File: src/rtl/seq_alu.sv
// seq_alu: clocked ALU with registered result/flags, valid/ready handshake, bit-serial shifts.
// Ports: clk, reset (sync, active-high); in_valid/in_ready, op[3:0], input_A, input_B accept side;
// out_valid/out_ready, out[WIDTH-1:0], flags[2:0]={carry,neg,zero} result side.
// Optional: define SEQ_ALU_MUL_EN to enable op 12, a WIDTH-cycle unsigned shift-add multiply.
module seq_alu #(
  parameter int WIDTH = 8,
  parameter int SHW = $clog2(WIDTH) + 1
) (
  input  logic             clk,
  input  logic             reset,
  input  logic             in_valid,
  output logic             in_ready,
  input  logic [3:0]       op,
  input  logic [WIDTH-1:0] input_A,
  input  logic [WIDTH-1:0] input_B,
  output logic             out_valid,
  input  logic             out_ready,
  output logic [WIDTH-1:0] out,
  output logic [2:0]       flags
);
  localparam logic [3:0] OP_NOT = 4'd0;
  localparam logic [3:0] OP_AND = 4'd1;
  localparam logic [3:0] OP_OR = 4'd2;
  localparam logic [3:0] OP_XOR = 4'd3;
  localparam logic [3:0] OP_ADD = 4'd4;
  localparam logic [3:0] OP_SUB = 4'd5;
  localparam logic [3:0] OP_ADC = 4'd6;
  localparam logic [3:0] OP_SHL = 4'd7;
  localparam logic [3:0] OP_SHR = 4'd8;
  localparam logic [3:0] OP_SRA = 4'd9;
  localparam logic [3:0] OP_ZERO = 4'd10;
  localparam logic [3:0] OP_ONE = 4'd11;
`ifdef SEQ_ALU_MUL_EN
  localparam logic [3:0] OP_MUL = 4'd12;
`endif
  typedef enum logic [1:0] {S_IDLE, S_BUSY, S_DONE} state_t;
  state_t r_state;
  logic r_in_ready;
  logic r_out_valid;
  logic [3:0] r_op;
  logic [WIDTH-1:0] r_a;
  logic [WIDTH-1:0] r_b;
  logic [WIDTH-1:0] r_acc;
  logic [WIDTH-1:0] r_out;
  logic [2:0] r_flags;
  logic [SHW-1:0] r_cnt;
  logic r_sc;
  logic w_is_shift;
  logic [SHW-1:0] w_amt;
  logic [WIDTH-1:0] w_step;
  logic w_step_c;
  logic [WIDTH-1:0] w_bop;
  logic w_cin;
  logic [WIDTH:0] w_sum;
  logic [WIDTH-1:0] w_res;
  logic w_c;
  assign in_ready = r_in_ready;
  assign out_valid = r_out_valid;
  assign out = r_out;
  assign flags = r_flags;
  assign w_is_shift = op == OP_SHL || op == OP_SHR || op == OP_SRA;
  assign w_amt = input_B[SHW-1:0] > SHW'(WIDTH) ? SHW'(WIDTH) : input_B[SHW-1:0];
`ifdef SEQ_ALU_MUL_EN
  // Multiply keeps the running high half in r_acc and the multiplier/low half in r_b.
  logic [WIDTH:0] w_mul_add;
  assign w_mul_add = {1'b0, r_acc} + (r_b[0] ? {1'b0, r_a} : '0);
`endif
  always_comb begin
    w_step = r_op == OP_SHL ? {r_acc[WIDTH-2:0], 1'b0} : {r_op == OP_SRA && r_acc[WIDTH-1], r_acc[WIDTH-1:1]};
    w_step_c = r_op == OP_SHL ? r_acc[WIDTH-1] : r_acc[0];
`ifdef SEQ_ALU_MUL_EN
    if (r_op == OP_MUL) w_step = w_mul_add[WIDTH:1];
`endif
  end
  // SUB as A + ~B + 1 so bit WIDTH of the sum is the no-borrow carry.
  assign w_bop = r_op == OP_SUB ? ~r_b : r_b;
  assign w_cin = r_op == OP_SUB ? 1'b1 : r_op == OP_ADC ? r_flags[2] : 1'b0;
  assign w_sum = {1'b0, r_a} + {1'b0, w_bop} + {{WIDTH{1'b0}}, w_cin};
  always_comb begin
    w_res = '0;
    w_c = r_flags[2];
    case (r_op)
      OP_NOT: w_res = ~r_a;
      OP_AND: w_res = r_a & r_b;
      OP_OR: w_res = r_a | r_b;
      OP_XOR: w_res = r_a ^ r_b;
      OP_ADD, OP_SUB, OP_ADC: {w_c, w_res} = w_sum;
      OP_SHL, OP_SHR, OP_SRA: begin
        w_res = r_acc;
        w_c = r_sc;
      end
      OP_ZERO: w_res = '0;
      OP_ONE: w_res = WIDTH'(1);
`ifdef SEQ_ALU_MUL_EN
      OP_MUL: begin
        w_res = r_b;
        w_c = |r_acc;
      end
`endif
      default: w_res = '0;
    endcase
  end
  // BUSY always ends with one r_cnt==0 cycle that registers the result, giving the
  // k+1+count latency; r_sc starts as the old carry so a zero-length shift preserves it.
  always_ff @(posedge clk) begin
    if (reset) begin
      r_state <= S_IDLE;
      r_in_ready <= 1'b1;
      r_out_valid <= 1'b0;
      r_out <= '0;
      r_flags <= '0;
      r_op <= '0;
      r_a <= '0;
      r_b <= '0;
      r_acc <= '0;
      r_cnt <= '0;
      r_sc <= 1'b0;
    end else begin
      case (r_state)
        S_IDLE: if (in_valid && r_in_ready) begin
          r_op <= op;
          r_a <= input_A;
          r_b <= input_B;
          r_sc <= r_flags[2];
`ifdef SEQ_ALU_MUL_EN
          r_acc <= op == OP_MUL ? '0 : input_A;
          r_cnt <= w_is_shift ? w_amt : op == OP_MUL ? SHW'(WIDTH) : '0;
`else
          r_acc <= input_A;
          r_cnt <= w_is_shift ? w_amt : '0;
`endif
          r_in_ready <= 1'b0;
          r_state <= S_BUSY;
        end
        S_BUSY: if (r_cnt != '0) begin
          r_cnt <= r_cnt - SHW'(1);
          r_acc <= w_step;
          r_sc <= w_step_c;
`ifdef SEQ_ALU_MUL_EN
          if (r_op == OP_MUL) r_b <= {w_mul_add[0], r_b[WIDTH-1:1]};
`endif
        end else begin
          r_out <= w_res;
          r_flags <= {w_c, w_res[WIDTH-1], ~|w_res};
          r_out_valid <= 1'b1;
          r_state <= S_DONE;
        end
        S_DONE: if (out_ready) begin
          r_out_valid <= 1'b0;
          r_in_ready <= 1'b1;
          r_state <= S_IDLE;
        end
        default: r_state <= S_IDLE;
      endcase
    end
  end
endmodule
File: config.mk
export PLATFORM = sky130hd
export DESIGN_NAME = seq_alu
export DESIGN_NICKNAME = d
export VERILOG_FILES = /design/src/rtl/seq_alu.sv
export SDC_FILE = /design/constraint.sdc
export NUM_CORES = 1
export LEC_CHECK = 0
export CORE_UTILIZATION = 30
export CTS_CLUSTER_DIAMETER = 30
export DETAILED_ROUTE_END_ITERATION = 8
export GPL_TIMING_DRIVEN = 0
export HOLD_SLACK_MARGIN = 0.03
export PLACE_DENSITY = 0.53
export SYNTH_ARGS = -nofsm -noshare
export SYNTH_HDL_FRONTEND = slang
export SYNTH_SLANG_ARGS = --single-unit
File: constraint.sdc
create_clock -name clk -period 10 [get_ports clk]
set_clock_uncertainty 0.2 [all_clocks]
set_input_delay 1.5 -clock clk [delete_from_list [all_inputs] [get_ports clk]]
set_output_delay 1.5 -clock clk [all_outputs]
set_load 0.05 [all_outputs]
* After elaboration in Yosys (flattened, before gate mapping)
Index checks and enable logic that the tools add are counted.
** Operators by class
- Add/sub/neg operators :: 3
- Multiply operators :: 0
- Divide/modulo/power cells :: 0
- Magnitude comparators :: 1
- Equality and inequality tests :: 19
- Shift-type cells :: 0
- Multiplexer cells :: 28
- Bitwise gates (word level) :: 6
- Reductions and logical operators :: 22
** Operators by type and width (count)
- $pmux W8 S7 :: 1
- $mux W8 :: 4
- $eq A4 B3 Y1 const B :: 5
- $eq A4 B4 Y1 const B :: 5
- $mux W4 :: 4
- $not A8 Y8 :: 2
- $pmux W8 S2 :: 1
- $reduce_and A3 Y1 :: 5
- $add A8 B8 Y9 :: 1
- $add A9 B1 Y9 :: 1
- $mux W1 :: 9
- $and A8 B8 Y8 :: 1
- $eq A4 B2 Y1 const B :: 2
- $ne A2 B2 Y1 const B :: 4
- $or A8 B8 Y8 :: 1
- $pmux W1 S2 :: 4
- $pmux W4 S2 :: 1
- $reduce_bool A2 Y1 :: 4
- $reduce_or A8 Y1 :: 1
- $xor A8 B8 Y8 :: 1
- $mux W2 :: 3
- $pmux W2 S3 :: 1
- $reduce_or A3 Y1 :: 2
- $eq A4 B1 Y1 const B :: 1
- other kinds (12) :: 15
** Storage, ports and cells
- Bits in registers :: 48
- Bits in latches :: 0
- RAM bits :: 0
- ROM bits :: 0
- Output and inout port bits :: 13
- Logic and storage cells :: 91
- Memories :: 0

* Depth between registers and ports, before layout
- Word-level depth :: 7
- Mapped depth :: 13
- Gate-level depth less buffers :: 12

* Least setup slack after synthesis
No wires, ideal clock.
- Path kind :: reg-to-reg
- From :: reg r_op[1]
- To :: reg r_flags[0], in the netlist flags[0]
- Library setup time :: 0.092 ns
- Arrival time :: 3.584 ns
- Required time :: 9.708 ns
- Path slack :: 6.124 ns
- Stages on the path, launching flop included :: 14
- Buffers on the path :: 3
- Path through :: dfxtp_1 buf_2 buf_1 and3b_1 clkbuf_1 xnor2_1 fa_1 fa_1 xnor2_1 a32o_1 a2111oi_0 nor4bb_1 nand4_1 o32ai_1
** Between the ends
- Word-level cells in the longest chain between the ends :: 7
** RTL lines
- start: declaration :: line 40 : logic [3:0] r_op;
- start signal: assignment :: line 121 : r_op <= op;
- $eq A4 B3 Y1 (on tied branches) :: line 76, 77, 82
- $mux W8 or $mux W1 (tied branches) :: line 76, 77
- $add A8 B8 Y9 or $mux W1 (tied branches) :: line 78, 77
- $add A9 B1 Y9 :: line 78 : assign w_sum = {1'b0, r_a} + {1'b0, w_bop} + {{WIDTH{1'b0}}, w_cin};
- $pmux W8 S7 (*) :: line 82 : case (r_op)
- $reduce_or A8 Y1 (*) :: line 144 : r_flags <= {w_c, w_res[WIDTH-1], ~|w_res};
- $logic_not A1 Y1 (*) :: line 144
- end signal: assignment :: line 144
- end: declaration :: line 45 : logic [2:0] r_flags;
Every way passes the cells marked *; elsewhere a longest branch is shown, timed or not.
A chain may end at the register's enable or synchronous reset.

* Final worst setup path
Same ends and word-level chain as after synthesis.

==> results.sh <==
export IMPL_worstHoldPathCells=2
export IMPL_antenna_found_initial=0
export IMPL_grt_usage_pct=17.70
export IMPL_clock_insertion_delay_worst_skew_ns=0.31
export IMPL_first_global_vias=2941
export IMPL_cts_resized=0
export IMPL_timing_slew_headroom_pct=38.59
export IMPL_end_kind="register"
export IMPL_ys_warn_count=0
export IMPL_fp_row_count=36
export IMPL_achievable_frequency_mhz=214.2
export IMPL_worstSetupPathType="reg2reg"
export IMPL_synth_cells=399
export IMPL_cts_root_buf="clkbuf_8"
export IMPL_layout_drive_gt1_share_pct=4.515
export IMPL_global_route_wire_length_before_repair_mm=15.16
export IMPL_placed_cells=568
export IMPL_detail_route_first_pass_iterations=5
export IMPL_cts_root_to_sink_buffers=2
export IMPL_finalSetupViolCount=0
export IMPL_final_cell_mix="66 x nand2_1, 47 x dfxtp_1, 39 x a21oi_1"
export IMPL_most_common_cell_after_layout_fill_and_taps_aside="nand2_1"
export IMPL_synthArstFlopShare_pct=0
export IMPL_regToRegStartpoint="r_op[1]"
export IMPL_drtIter0Drc=159
export IMPL_final_min_period_over_clock_period_pct=46.68
export IMPL_worst_ir_drop_vdd_v=0.00008496
export IMPL_gr_total_overflow=0
export IMPL_synth_seq_cells=47
export IMPL_rsz0062_at_grt="false"
export IMPL_timing_hold_worst_start="flags[0]"
export IMPL_holdBufCountCts=0
export IMPL_final_max_slew_viol_count=0
export IMPL_period_needed_ns=4.668
export IMPL_maximum_number_of_pins_on_one_net_before_global_route_repair=16
export IMPL_outcome="finished clean"
export IMPL_io_pins=37
export IMPL_worst_r2r_endpoint="flags[0]"
export IMPL_final_core_utilization_pct=37.73
export IMPL_synth_edf_count=0
export IMPL_gp_congestion=0.8186
export IMPL_antenna_cells=0
export IMPL_combined_area_of_all_synthesized_cells_um2=3122
export IMPL_worstPathArrival_ns=4.68
export IMPL_initial_utilization_pct=31.50
export IMPL_setup_tns_ns=0
export IMPL_numCtsBuffers=5
export IMPL_cellLeakagePower_uw=0.001407
export IMPL_sequential_element_share_of_the_synthesized_area_pct=30.14
export IMPL_drv_max_cap_violation_count=0
export IMPL_worst_hold_slack_ns=0.2817
export IMPL_whs_endpoint="flags[0]"
export IMPL_tritoncts="built"
export IMPL_worstSetupStartpoint="r_op[1]"
export IMPL_critical_path_startpoint_type="register"
export IMPL_die_area_um2=10820
export IMPL_power_density_cell_area_nw_per_um2=163.6
export IMPL_core_region_area_um2=9910
export IMPL_drt_wirelength_per_cell_um=16.17
export IMPL_place_detailed_hpwl_mm=7.139
export IMPL_post_layout_nonfiller_instances=576
export IMPL_clk_pin_slew_ns=0.09
export IMPL_synth_ff_type="dfxtp_1"
export IMPL_cts_repair_timing_setup_buffer_count=0
export IMPL_worst_hold_path_type="reg2reg"
export IMPL_dieWidth_um=104.0
export IMPL_route_detailed_drc=0
export IMPL_drt_antenna_violating_nets=0
export IMPL_area_growth_pct=19.76
export IMPL_syn_area_per_cell_um2=7.824
export IMPL_detailroute_via_count=3000
export IMPL_layout_cell_area_non_filler_um2=3739
export IMPL_portBuffers=36
export IMPL_critPathRequiredTime_ns=10.02
export IMPL_synth_cell_type_count=60
export IMPL_detail_route_vias_per_cell=5.208
export IMPL_syn_num_nets=449
export IMPL_tightestPinTransition_ns=0.9162
export IMPL_cts_htree_levels=2
export IMPL_critical_path_max_fanout=10
export IMPL_floorplan_die_height_um=104.0
export IMPL_reg2regPathDepth=13
export IMPL_finalWirelength_mm=9.316
export IMPL_finalNetCount=492
export IMPL_number_of_failing_hold_endpoints_at_the_final_stage=0
export IMPL_placed_cell_area_um2=3649
export IMPL_worst_r2r_setup_slack_ns=5.33
export IMPL_clock_sink_count=47
Yosys cell counts, drive strengths merged, types with 5 or more instances:
cell | number | area share, %
nand2 | 66 | 7.9
dfxtp | 47 | 30
a21oi | 39 | 6.3
nor2 | 38 | 4.6
inv | 27 | 3.2
ha | 24 | 9.6
clkbuf | 16 | 1.9
nor3 | 13 | 2.2
xnor2 | 9 | 2.5
a211oi | 8 | 1.9
buf | 8 | 1.7
mux2i | 8 | 2.6
o21a | 8 | 1.9
a311oi | 7 | 2.0
o21ai | 6 | 0.96
mux2 | 5 | 1.8
nand3 | 5 | 0.80
nor2b | 5 | 1.0
nor3b | 5 | 1.2
power by group:
group | internal, uW | leakage, uW | switching, uW | total, uW
sequential | 214 | 0.000385 | 27.3 | 242
clock | 50.4 | 0.0000454 | 70.8 | 121
combinational | 95.7 | 0.000977 | 153 | 249
total | 360 | 0.00141 | 251 | 612
stage by stage:
stage	setup slack (ns)	total power, uW
2_1_floorplan	6.124	412.2
3_3_place_gp	5.431	490.7
3_5_place_dp	5.378	494.1
4_1_cts	5.330	615.8
5_1_grt	5.029	653.9
6_report	5.332	611.7
cell families (layout without fill, tap and decap cells):
logic type | after synthesis | after routing | synth area share, %
compound gates | 98 | 98 | 21.32
fa+ha+maj | 26 | 26 | 10.90
flops | 47 | 47 | 30.14
xor+xnor | 10 | 10 | 2.806
simple gates | 153 | 153 | 22.85
mux | 14 | 14 | 5.090
buf+inv | 51 | 95 | 6.894
state kept, by name, summed over array words and instances (netlist names):
register and cells:
r_acc 8, r_b 8, out 8, r_a 8, r_cnt 4, r_op 4
r_sc 1, in_ready 1, out_valid 1, r_state 2, flags 2
how the worst max path moves through the flow:
| stage | slack (ns) | cells past startpoint | to |
|---|---|---|---|
| after floorplan | 6.12 | 13 | flags[0] |
| after global placement | 5.43 | 13 | flags[0] |
| after detailed placement | 5.38 | 13 | flags[0] |
| after CTS | 5.33 | 13 | flags[0] |
| after global routing | 5.03 | 13 | flags[0] |
| final | 5.33 | 13 | flags[0] |
final cells by class:
cell class / instances / area [um^2]
plain buffers: 24 / 113.9
inverters: 27 / 101.3
repair buffers: 36 / 360.3
clock buffers: 6 / 72.57
flip-flops and latches: 47 / 940.9
well taps: 133 / 166.4
clock inverters: 2 / 17.52
multi-input cells: 301 / 1966
fillers: 1069 / 6171
layer usage:
layer	vias up	track usage [%]	share of wire, %
met3	14	2.757	4.1
met5	-	0	0
met1	1408	23.51	49
met4	0	5.102	1.3
met2	86	29.48	46
li1	1492	-	-
worst max-delay path, stage by stage, from the launching register on:
cell and delay (ns):
dfxtp_1 0.49, buf_2 0.34, buf_1 0.46, and3b_1 0.24, clkbuf_1 0.31, xnor2_1 0.25
fa_1 0.48, fa_1 0.44, xnor2_1 0.15, a32o_1 0.27, a2111oi_0 0.34, nor4bb_1 0.33
nand4_1 0.14, o32ai_1 0.14
Power figures use the tool's default switching activity.
==> variant 1, RTL diff (same settings) <==
Change the parameter `WIDTH` from 8 to 4.
--- a/src/rtl/seq_alu.sv
+++ b/src/rtl/seq_alu.sv
@@ -5,3 +5,3 @@
 module seq_alu #(
-  parameter int WIDTH = 8,
+  parameter int WIDTH = 4,
   parameter int SHW = $clog2(WIDTH) + 1
Interface: changed (resized input_A, input_B and out); port bits go from 37 to 25. The function was not compared with the original's and may differ.
==> variant 1 against the unedited design <==
  * Sequential cell count decreased by 17
  * Worst hold slack worse by 0.0079 ns
  * Core utilization increased by 1.3 points
  * Total power shrank 39%
  * Synthesized area down 39%
  * Die area is 39% lower
  * Design area shrank 37%
  * Combinational power down 56%
  * Setup slack improved by 0.77 ns
  * Non-clock buffer count down 20
  * Clock power about the same
  * Wire length decreased by 49%
  * Critical path depth down 2
  * Highest routed layer unchanged
==> variant 1: results (changes against the unedited design) <==
.. list-table::
   :header-rows: 1

   * - Metric
     - Value
   * - Status
     - finished clean
   * - Worst vdd ir
     - 63.7 µV (-25%)
   * - Proportion of synthesized area in mux cells
     - 0.0561 (+0.00520)
   * - Slack of the worst reg-to-reg path
     - 6.11 ns (+0.77 ns)
   * - Pin count of the biggest net entering global routing
     - 11 (-5)
   * - Data arrival time of the critical path
     - 3.92 ns (-0.76 ns)
   * - Clock transition at the registers of the reported paths
     - 0.07 ns (-0.02 ns)
   * - Xor/xnor cell area share of the yosys netlist
     - 0.0277 (-0.000333)
   * - Worst-Skew Late Latency
     - 0.28 ns (-0.03 ns)
   * - Internal cell power
     - 0.000249 W (-31%)
   * - Number of global-route vias before repair
     - 1612 (-45%)
   * - Launch point of the worst hold path
     - r_sc
   * - DRC marker count from the first detailed-route iteration
     - 52 (-67%)
   * - Part of the Yosys area used for sequential elements
     - 0.317 (+0.0154)
   * - Share of synthesized cell area in full adder, half adder and majority cells
     - 0.107 (-0.00209)
   * - Share of post-route cells with drive strength above 1
     - 0.0558 (+0.0106)
   * - Pre-CTS setup slack
     - 6.03 ns (+0.654 ns)
   * - CP max stage cell
     - sky130_fd_sc_hd__nor3b_1
   * - Highest clock rate
     - 257 MHz (+20%)
   * - Per-cell routed wire length
     - 13.7 µm (-15%)
   * - IO buf count
     - 24 (-33%)
   * - P_leak
     - 0.885 nW (-37%)
   * - Final Wtd Congestion
     - 0.775 (-5.4%)
   * - Global-route usage over all layers
     - 0.157 (-0.0197)
   * - Post-Route Utilization
     - 0.391 (+0.0133)
   * - DP Wirelength
     - 3.67 mm (-49%)
-- variant 1: area by class of cell --
type / count / area, µm²
inverter: 16 / 60.1
clock buffer: 6 / 72.6
clock inverter: 2 / 37.5
multi-input combinational: 175 / 1150
tap: 75 / 93.8
timing repair buffer: 24 / 240
buffer: 16 / 81.3
fill: 623 / 3650
sequential: 30 / 601
-- variant 1: power groups by stage --
stage | sequential, W | clock [W] | combinational [W]
3_5_place_dp | 0.000145 | 0 | 0.000109
6_report | 0.000142 | 0.000121 | 0.000109
5_1_grt | 0.000144 | 0.000129 | 0.000123
3_3_place_gp | 0.000144 | 0 | 0.000108
2_1_floorplan | 0.000152 | 0 | 0.0000667
4_1_cts | 0.000142 | 0.000126 | 0.000109
-- variant 1: stage by stage --
stage | cell area [µm²] | instances | power [W] | hold slack [ns]
final | 2340 | 344 | 0.000372 | 0.274
after global routing | 2340 | 344 | 0.000396 | 0.306
after CTS | 2340 | 344 | 0.000377 | 0.274
after detailed placement | 2230 | 336 | 0.000254 | 0.260
after global placement | 2230 | 336 | 0.000252 | 0.255
after floorplan | 1900 | 237 | 0.000219 | 0.233
-- variant 1: tightest hold or removal path, stage by stage (launching register included) --
cell	delay, ns
sky130_fd_sc_hd__dfxtp_1	0.32
sky130_fd_sc_hd__nand2_1	0.06
sky130_fd_sc_hd__a21oi_1	0.05
-- variant 1: cells by family after synthesis --
logic type                 count (synthesis)
AOI/OAI and AO/OA                         60
xor gates and xnor gates                   6
adders and majority gates                 15
buffers and inverters                     32
DFF                                       30
muxes                                      9
and+or+nand+nor                           85
-- variant 1: layer usage --
metal	routed length, µm	vias to the layer above	share of wire	GRT usage
met5	0	-	0	0
met4	40	0	0.0085	0.0393
met3	156	7	0.033	0.0378
met2	2050	31	0.43	0.240
met1	2480	763	0.52	0.220
li1	-	887	-	-
==> variant 2, RTL diff (same flow settings) <==
Made on the original files. Reset style: asynchronous (`reset`), changed in one clocked block.
--- a/src/rtl/seq_alu.sv
+++ b/src/rtl/seq_alu.sv
@@ -104,3 +104,3 @@
   // k+1+count latency; r_sc starts as the old carry so a zero-length shift preserves it.
-  always_ff @(posedge clk) begin
+  always_ff @(posedge clk or posedge reset) begin
     if (reset) begin
Formal check against the unedited RTL: differs if reset is asserted again (counterexample within 4 cycles, from zero or initial values and one cycle with reset high); with reset held inactive, the same outputs for 4 cycles.
==> variant 2 against the unedited design <==
  * Global-route usage shrank 1.3 points
  * Design area grew 3.8%
  * Critical endpoint is now flags[0]
  * Via count shrank 8.5%
  * Worst hold slack is essentially flat
  * Largest cell class unchanged
  * Wire length shrank 6.5%
  * Non-clock buffer count shrank 5
  * Synthesized area grew 2.4%
  * Sequential cell count is the same
  * Setup slack gained 0.31 ns
  * Critical path type unchanged
  * Cell count shrank 5.0%
Power is not compared: it rests on default switching activity, and its combinational part moved more than twofold at a synthesized area within 25%.
==> variant 2: results (changes against the unedited design) <==
.. list-table::
   :header-rows: 1

   * - Metric
     - Value
   * - Status
     - finished clean
   * - Data arrival time of the critical path
     - 4.36 ns (-0.32 ns)
   * - Gate family responsible for the most delay along the worst path
     - simple AND/OR/NAND/NOR gates
   * - Slack of the worst reg-to-reg path
     - 5.65 ns (+0.31 ns)
   * - Share of the synthesized area in the top cell type
     - 0.360 (+0.0585)
   * - Wire length of the first global-routing pass
     - 14.2 mm (-6.2%)
   * - Final Wtd Congestion
     - 0.823 (+0.53%)
   * - DRC marker count from the first detailed-route iteration
     - 156 (-1.9%)
   * - Slowest stage delay, CP
     - 0.51 ns (+0.02 ns)
   * - DR vias/cell
     - 5.02 (-3.6%)
   * - CP max stage cell
     - sky130_fd_sc_hd__nor2_2
   * - DP Wirelength
     - 6.70 mm (-6.2%)
   * - # fillers
     - 1081 (+1.1%)
   * - Placed instance area
     - 3750 µm² (+2.7%)
   * - Crit path to
     - flags[0]
   * - Part of the Yosys area used for sequential elements
     - 0.368 (+0.0668)
   * - Cells after DPL
     - 539 (-5.1%)
   * - Nets
     - 460 (-6.5%)
   * - Pre-CTS setup slack
     - 5.68 ns (+0.306 ns)
   * - Per-cell routed wire length
     - 15.9 µm (-1.5%)
   * - Most common library cells after synthesis
     - 47 x sky130_fd_sc_hd__o21ai_0, 46 x sky130_fd_sc_hd__dfrtp_1, 44 x sky130_fd_sc_hd__nand2_1
   * - Synthesized area per cell
     - 8.74 µm² (+12%)
   * - Synth top area cells
     - sky130_fd_sc_hd__dfrtp_1 36%, sky130_fd_sc_hd__ha_1 9.4%, sky130_fd_sc_hd__o21ai_0 7.4%
   * - Share of post-route cells with drive strength above 1
     - 0.0827 (+0.0376)
   * - Global-route usage over all layers
     - 0.164 (-0.0125)
   * - Routed vias
     - 2745 (-8.5%)
   * - Nets in the synthesized netlist
     - 416 (-7.3%)
   * - Highest clock rate
     - 230 MHz (+7.2%)
variant 2: how the worst min path moves through the flow:
stage	start	end	slack, ns	cells past startpoint
floorplan	r_sc	r_sc	0.25	2
global placement	out[1]	out[1]	0.27	2
detailed placement	out[3]	out[3]	0.27	2
CTS	out[1]	out[1]	0.30	2
global route	out[1]	out[1]	0.32	2
finish	out[3]	out[3]	0.28	2
variant 2: per-layer routing:
| layer | GRT usage | part of all wire |
|---|---|---|
| met3 | 0.0223 | 0.036 |
| met5 | 0 | 0 |
| met2 | 0.258 | 0.45 |
| met1 | 0.236 | 0.50 |
| met4 | 0.0463 | 0.016 |
variant 2: logic make-up (layout without fill, tap and decap cells):
logic type | Yosys count | in the layout | share of synthesized area
buffers and inverters | 51 | 96 | 0.0747
adder cells (fa/ha/maj) | 26 | 26 | 0.106
flip-flops | 47 | 47 | 0.368
AO/OA/AOI/OAI | 110 | 110 | 0.201
AND/OR/NAND/NOR | 104 | 104 | 0.152
XOR/XNOR | 11 | 11 | 0.0301
multiplexers | 17 | 17 | 0.0673
variant 2: area by class of cell:
cell class              instances  area (µm²)  share of cell area
inverters                      33         124              0.0319
multi-input cells             268        1780               0.459
repair buffers                 37         380              0.0980
well taps                     136         170              0.0438
clock inverters                 2        60.1              0.0155
plain buffers                  18         115              0.0297
clock buffers                   6        72.6              0.0187
flip-flops and latches         47        1180               0.303
variant 2: power by group through the flow:
| stage | registers [W] | clock network, W | logic [W] |
|---|---|---|---|
| 2_1_floorplan | 0.000393 | 0 | 0.000549 |
| 3_3_place_gp | 0.000347 | 0 | 0.000799 |
| 3_5_place_dp | 0.000350 | 0 | 0.000810 |
| 4_1_cts | 0.000347 | 0.000173 | 0.000816 |
| 5_1_grt | 0.000358 | 0.000180 | 0.000913 |
| 6_report | 0.000347 | 0.000168 | 0.000817 |
